**config.mk**
```make
export PLATFORM = sky130hd
export DESIGN_NAME = char_mem_arbiter
export DESIGN_NICKNAME = d
export VERILOG_FILES = /design/src/rtl/char_mem_arbiter.sv
export SDC_FILE = /design/constraint.sdc
export NUM_CORES = 1
export LEC_CHECK = 0
export BUFFER_PORTS_ARGS = -buffer_cell sky130_fd_sc_hd__clkbuf_2
export CAP_MARGIN = 10
export CORE_MARGIN = 4
export CORE_UTILIZATION = 25
export DETAILED_ROUTE_END_ITERATION = 8
export SETUP_SLACK_MARGIN = 0.3
export SLEW_MARGIN = 20
export SYNTH_ARGS = -nofsm -noshare
export SYNTH_HDL_FRONTEND = slang
export SYNTH_SLANG_ARGS = --single-unit
```
**constraint.sdc**
```tcl
create_clock -name clk -period 2.93 [get_ports clk]
set_input_delay 0.4395 -clock clk [delete_from_list [all_inputs] [get_ports clk]]
set_output_delay 0.4395 -clock clk [all_outputs]
set_load 0.01 [all_outputs]
```
**src/rtl/char_mem_arbiter.sv**
```systemverilog
// char_mem_arbiter: shares one single-port character RAM between a CPU
// (read/write) and a VGA scan-out reader (read-only). VGA wins contention by
// default; a CPU that has waited MAX_WAIT cycles overrides it. Grants are
// combinational single-beat accesses; a small owner FSM routes the 1-cycle
// RAM read latency back to whichever requester issued the read.
module char_mem_arbiter #(
  parameter int AW       = 8,
  parameter int DW       = 8,
  parameter int MAX_WAIT = 4
) (
  input  logic          clk,
  input  logic          reset,
  // CPU side
  input  logic          cpu_req,
  input  logic          cpu_we,
  input  logic [AW-1:0] cpu_addr,
  input  logic [DW-1:0] cpu_wdata,
  output logic          cpu_gnt,
  output logic          cpu_rvalid,
  output logic [DW-1:0] cpu_rdata,
  // VGA side
  input  logic          vga_req,
  input  logic [AW-1:0] vga_addr,
  output logic          vga_gnt,
  output logic          vga_rvalid,
  output logic [DW-1:0] vga_rdata,
  // RAM side
  output logic          mem_en,
  output logic          mem_we,
  output logic [AW-1:0] mem_addr,
  output logic [DW-1:0] mem_wdata,
  input  logic [DW-1:0] mem_rdata
);

  localparam int WW = (MAX_WAIT < 1) ? 1 : $clog2(MAX_WAIT + 1);
  localparam logic [WW-1:0] WAIT_SAT = WW'(MAX_WAIT);

  typedef enum logic [1:0] {
    IDLE   = 2'd0,
    CPU_RD = 2'd1,
    VGA_RD = 2'd2
  } state_e;

  state_e        state_q, state_d;
  logic [WW-1:0] wait_q, wait_d;
  logic          cpu_rvalid_q, vga_rvalid_q;
  logic          cpu_gnt_w, vga_gnt_w;
  logic          cpu_starved;

  // The CPU has waited long enough to take the RAM even against VGA.
  assign cpu_starved = (wait_q == WAIT_SAT);

  // Grant decision: reset blocks everything, otherwise VGA priority unless
  // the CPU is alone or starved.
  always_comb begin
    cpu_gnt_w = 1'b0;
    vga_gnt_w = 1'b0;
    if (!reset) begin
      if (cpu_req && (!vga_req || cpu_starved)) begin
        cpu_gnt_w = 1'b1;
      end else if (vga_req) begin
        vga_gnt_w = 1'b1;
      end
    end
  end

  assign cpu_gnt = cpu_gnt_w;
  assign vga_gnt = vga_gnt_w;

  // RAM port mux: the granted requester drives the RAM, idle drives zeros.
  always_comb begin
    mem_en    = 1'b0;
    mem_we    = 1'b0;
    mem_addr  = '0;
    mem_wdata = '0;
    if (cpu_gnt_w) begin
      mem_en    = 1'b1;
      mem_we    = cpu_we;
      mem_addr  = cpu_addr;
      mem_wdata = cpu_wdata;
    end else if (vga_gnt_w) begin
      mem_en    = 1'b1;
      mem_addr  = vga_addr;
    end
  end

  // CPU wait counter: counts denied request cycles, saturates, and clears
  // whenever the CPU is served or stops asking.
  always_comb begin
    wait_d = wait_q;
    if (!cpu_req || cpu_gnt_w) begin
      wait_d = '0;
    end else if (wait_q != WAIT_SAT) begin
      wait_d = wait_q + WW'(1);
    end
  end

  // Next read owner depends only on this cycle's grant, so back-to-back
  // reads pipeline cleanly; a CPU write leaves nothing in flight.
  always_comb begin
    state_d = IDLE;
    if (cpu_gnt_w && !cpu_we) begin
      state_d = CPU_RD;
    end else if (vga_gnt_w) begin
      state_d = VGA_RD;
    end
  end

  // Owner FSM and counter registers; rvalid flags are registered alongside
  // the state so they are glitch-free and exactly track it.
  always_ff @(posedge clk) begin
    if (reset) begin
      state_q      <= IDLE;
      wait_q       <= '0;
      cpu_rvalid_q <= 1'b0;
      vga_rvalid_q <= 1'b0;
    end else begin
      state_q      <= state_d;
      wait_q       <= wait_d;
      cpu_rvalid_q <= (state_d == CPU_RD);
      vga_rvalid_q <= (state_d == VGA_RD);
    end
  end

  assign cpu_rvalid = cpu_rvalid_q;
  assign vga_rvalid = vga_rvalid_q;

  // Read data is shared; the rvalid flags say whose it is.
  assign cpu_rdata = mem_rdata;
  assign vga_rdata = mem_rdata;

endmodule
```
Word-level counts from Yosys, hierarchy flattened:

Index checks and enable logic that the tools add are counted.

* register bits after elaboration: 5
* bits in latches: 0
* memory bits (writable): 0
* bits in read-only memories: 0
* output and inout port bits: 38
* memories: 0

* add/subtract/negate cells: 1
* $mul: 0
* divide/modulo/power cells: 0
* magnitude comparators: 0
* equal/unequal tests: 4
* shift-type cells: 0
* muxes and demuxes: 13
* bitwise gates (word level): 0
* reduce and logical (&&, ||, !) cells: 8

Operators by type and width (count)
* 8-bit 2-to-1 mux: 3
* 1-bit 2-to-1 mux: 8
* 2-bit 2-to-1 mux: 2
* 3-bit by 1-bit adder with 3-bit output (second input constant): 1
* 3-bit equality test (second input constant): 1
* 1-bit zero test: 3
* 3-bit inequality test (second input constant): 1
* 2-bit by 1-bit equality test with 1-bit output (second input constant): 1
* 2-bit equality test (second input constant): 1
* 1-bit logical AND: 2
* 1-bit logical OR: 2
* 2-bit OR reduction: 1

Logic depth before layout (Yosys ltp):

* depth after elaboration: 8
* depth in mapped cells: 5

Worst setup path before layout:

No wires, ideal clock.

* path type: reg-to-output
* start point: reg wait_q[0]
* end point: out vga_gnt
* arrival time: 1210 ps
* setup slack: 1280 ps
* stages on the path, launching flop included: 6
* cell sequence: dfxtp_1 inv_1 ha_1 and3_1 buf_2 nor3_1

* cells in the longest elaborated chain, start to end: 5

Ends and longest elaborated chain
* start, declared: line 45 `logic [WW-1:0] wait_q, wait_d;`
* start signal, assigned: line 119 `wait_q <= wait_d;`
* 3-bit equality test: line 51 `assign cpu_starved = (wait_q == WAIT_SAT);`
* 1-bit logical OR: line 59 `if (cpu_req && (!vga_req || cpu_starved)) begin`
* 1-bit logical AND: line 59
* 1-bit 2-to-1 mux: line 59
* 1-bit 2-to-1 mux: line 58 `if (!reset) begin`
* end, declared: line 24 `output logic vga_gnt,`

No other way between the ends.

Final worst setup path:

* start point: reg wait_q[0]
* end point: out mem_addr[2]

* cells in the longest elaborated chain, start to end: 7
* elaborated cells between the ends (all ways): 9
* classes of those cells: eq/ne: 1; mux: 6; reduce/logical: 2

Ends and longest elaborated chain
* 3-bit equality test *: line 51
* 1-bit logical OR *: line 59
* 1-bit logical AND *: line 59
* 1-bit 2-to-1 mux: line 59
* 1-bit 2-to-1 mux: line 58
* 8-bit 2-to-1 mux: line 81 `end else if (vga_gnt_w) begin`
* 8-bit 2-to-1 mux *: line 76 `if (cpu_gnt_w) begin`
* end, declared: line 30 `output logic [AW-1:0] mem_addr,`

Every way passes the cells marked *; elsewhere a longest branch is shown, timed or not.

==> results.ini <==
[routing]
postRouteWirelength_mm = 1.82
dr_total_vias = 655
viasPerCell = 4.65
drtIter0Drc = 10
ant_nets = 0
drc = 0
first_pass_iters = 3
wl_per_cell_um = 12.9

[critical_path]
crit_arrival_ns = 1.66
rrSetupSlack_ns = 1.49
rr_worst_depth = 4
cp_slowest_cell = a21boi_4
r2r-end = wait_q[0]$_SDFFE_PP0N_
critPathMaxStageDelay_ns = 0.46
critical_path.cell_chain = inv_1, ha_1, a21boi_4, o22ai_1, clkbuf_2
criticalPathCategory = flop to output port
reg2reg_from = wait_q[0]$_SDFFE_PP0N_
worst_setup_path_start_kind = flop
critical_path.max_fanout = 21
worst_ep_required_time_ns = 2.49
endpoint_kind = output port
crit_path_start = wait_q[0]$_SDFFE_PP0N_

[synth]
netlist_area_um2 = 652
avgSynthCellArea_um2 = 8.05
synthTopCellsByArea = buf_4 18%, nand3b_1 18%, dfxtp_1 15%
syn_inst = 81
synthXorXnorAreaFrac_pct = 0
synth-seq-cells = 5
ys_seq_area_share_pct = 15.4
synthMuxAreaShare_pct = 0
synth_top_cell_by_area = buf_4
synth_flop_cell = dfxtp_1
synth_compound_area_share_pct = 13.2
synth_edf_count = 0
synth_top_area_share_pct = 18.4
synth-adder-area-share_pct = 3.84
synth_common_cells = 16 x buf_4, 16 x nand3b_1, 9 x nor3b_1, 8 x o22ai_1, 5 x dfxtp_1
synth_cell_types = 20
synth_simple_gate_area_share_pct = 39.3
synthArstFlopShare_pct = 0
yosysWarnings = 0
synth_top_family_by_area = simple AND/OR/NAND/NOR gates
synth_fp_nets = 120

[floorplanning]
start_util_pct = 26.3
die_h_um = 59.1
std_cell_rows = 18
die_w_um = 59.1
io_pins = 75
die-area_mm2 = 0.00349
core_area_mm2 = 0.00248

[sta]
finalCritPeriodShare_pct = 71.8
holdWs_ns = 0.365
max_clock_freq_mhz = 476
report.final.setup_viol = 0
fin_skew_ns = 0.00231
finalHoldViolCount = 0
fin_setup_tns_ns = 0
slew_headroom_pct = 66.2
worst_pin_slew_ns = 0.505
grt_setup_unrepaired = false
maxSlewViolCount = 0
min_period_ns = 2.10

[grt]
antenna_found_initial = 0
gr-usage-all-layers_pct = 11.3
grt_overflow = 0
grt_pass1_wl_mm = 2.94
grt_max_degree = 22
grt_pass1_vias = 661

[pwr]
p_int_uw = 159
powerDensity_mw_per_mm2 = 286
p_switching_uw = 69.3
pwr-share-clk_pct = 36.3
pwr-share-comb_pct = 32.6
vdd_drop_max_v = 0.000152
static-leakage-power_uw = 0.000383
seqPwrFrac_pct = 31.1
swShare_pct = 30.4

[clock_tree]
cts_hold_buffers = 0
post_cts_resized = 0
ctsHtreeMaxLevel = 1
clk_path_buf_depth = 2
clkLatencyLatePin_ns = 0.25
cts_sinks = 5
clockRootBuffer = clkbuf_4
path_clk_slew_ns = 0.04
cts_setup_buffers = 0
cts_tree = built
numCtsBuffers = 3

[run_status]
status = complete, no violations

[final_layout]
antenna_cells = 0
multi_input_area_um2 = 368
nNetsFinal = 151
layout-drive-gt1-share_pct = 50.5
seq_area_um2 = 100
syn2layout_area_growth_pct = 22.3
nFillCells = 283

[worst_hold_path]
min_from = cpu_we
hold_class = input pin to flop
hold_depth = 2
holdPathEnd = cpu_rvalid$_SDFF_PP0_

[place]
io_buffers = 50
gp_congestion = 0.708
dpl.hpwl_mm = 1.45

[flow_run]
maxCapViolCount = 0

==> critical path: cells and delay by family, from the launching register on <==
family	cells	cell delay, ns
adders and majority gates	1	0.24
DFF	1	0.36
AOI/OAI and AO/OA	2	0.60
buffers and inverters	2	0.22
==> power by group through the flow <==
stage                     Sequential, µW  Combinational [µW]  Clock (µW)
after global routing                70.9                83.3        96.5
after CTS                           70.9                75.9        85.9
after global placement              72.2                73.8           0
final                               70.9                74.3        82.7
after detailed placement            72.1                75.7           0
after floorplan                     72.7                65.4           0
==> sequential cells by signal (all words and copies together) (netlist names) <==
register	count
wait_q	3
cpu_rvalid	1
vga_rvalid	1
==> layout by cell type, fill, tap and decap left out, drive strengths merged, types with 2 or more instances in the layout <==
| cell | count |
|---|---|
| clkbuf | 54 |
| dfxtp | 5 |
| ha | 2 |
| inv | 4 |
| nand2b | 2 |
| nand3b | 16 |
| nor3 | 3 |
| nor3b | 10 |
| o22ai | 8 |
==> metrics by stage <==
| step | setup WS (ns) | util (%) | std cells | total power, µW | area, µm² |
|---|---|---|---|---|---|
| 2_1_floorplan | 1.28 | - | 81 | 138 | 652 |
| 3_3_place_gp | 1.02 | 31.1 | 137 | 146 | 771 |
| 3_5_place_dp | 0.952 | 31.1 | 137 | 148 | 771 |
| 4_1_cts | 0.792 | 32.2 | 141 | 233 | 797 |
| 5_1_grt | 0.657 | 32.2 | 141 | 251 | 797 |
| 6_report | 0.827 | 32.2 | 141 | 228 | 797 |
==> area by class of cell <==
type / count / share of cell area [%]
tap: 30 / 4.71
sequential: 5 / 12.6
inverter: 4 / 1.88
clock buffer: 4 / 3.30
multi-input combinational: 48 / 46.2
timing repair buffer: 50 / 31.4
==> worst max path at each step <==
| stage | end | slack, ns |
|---|---|---|
| after floorplan | vga_gnt | 1.28 |
| after global placement | mem_wdata[3] | 1.02 |
| after detailed placement | mem_wdata[1] | 0.95 |
| after CTS | mem_addr[2] | 0.79 |
| after global routing | mem_addr[6] | 0.66 |
| final | mem_addr[2] | 0.83 |
==> logic make-up after synthesis <==
family / count (synthesis)
compound gates: 11
fa+ha+maj: 2
buf+inv: 28
flops: 5
simple gates: 35
==> metal layers <==
| metal | up-vias | track usage, % | part of all wire, % |
|---|---|---|---|
| met2 | 25 | 18.8 | 51 |
| met5 | - | 0 | 0 |
| met3 | 6 | 5.45 | 9.5 |
| met1 | 296 | 12.2 | 38 |
| met4 | 0 | 4.85 | 1.5 |
| li1 | 328 | - | - |
No activity file was read; power rests on OpenSTA's default activity.
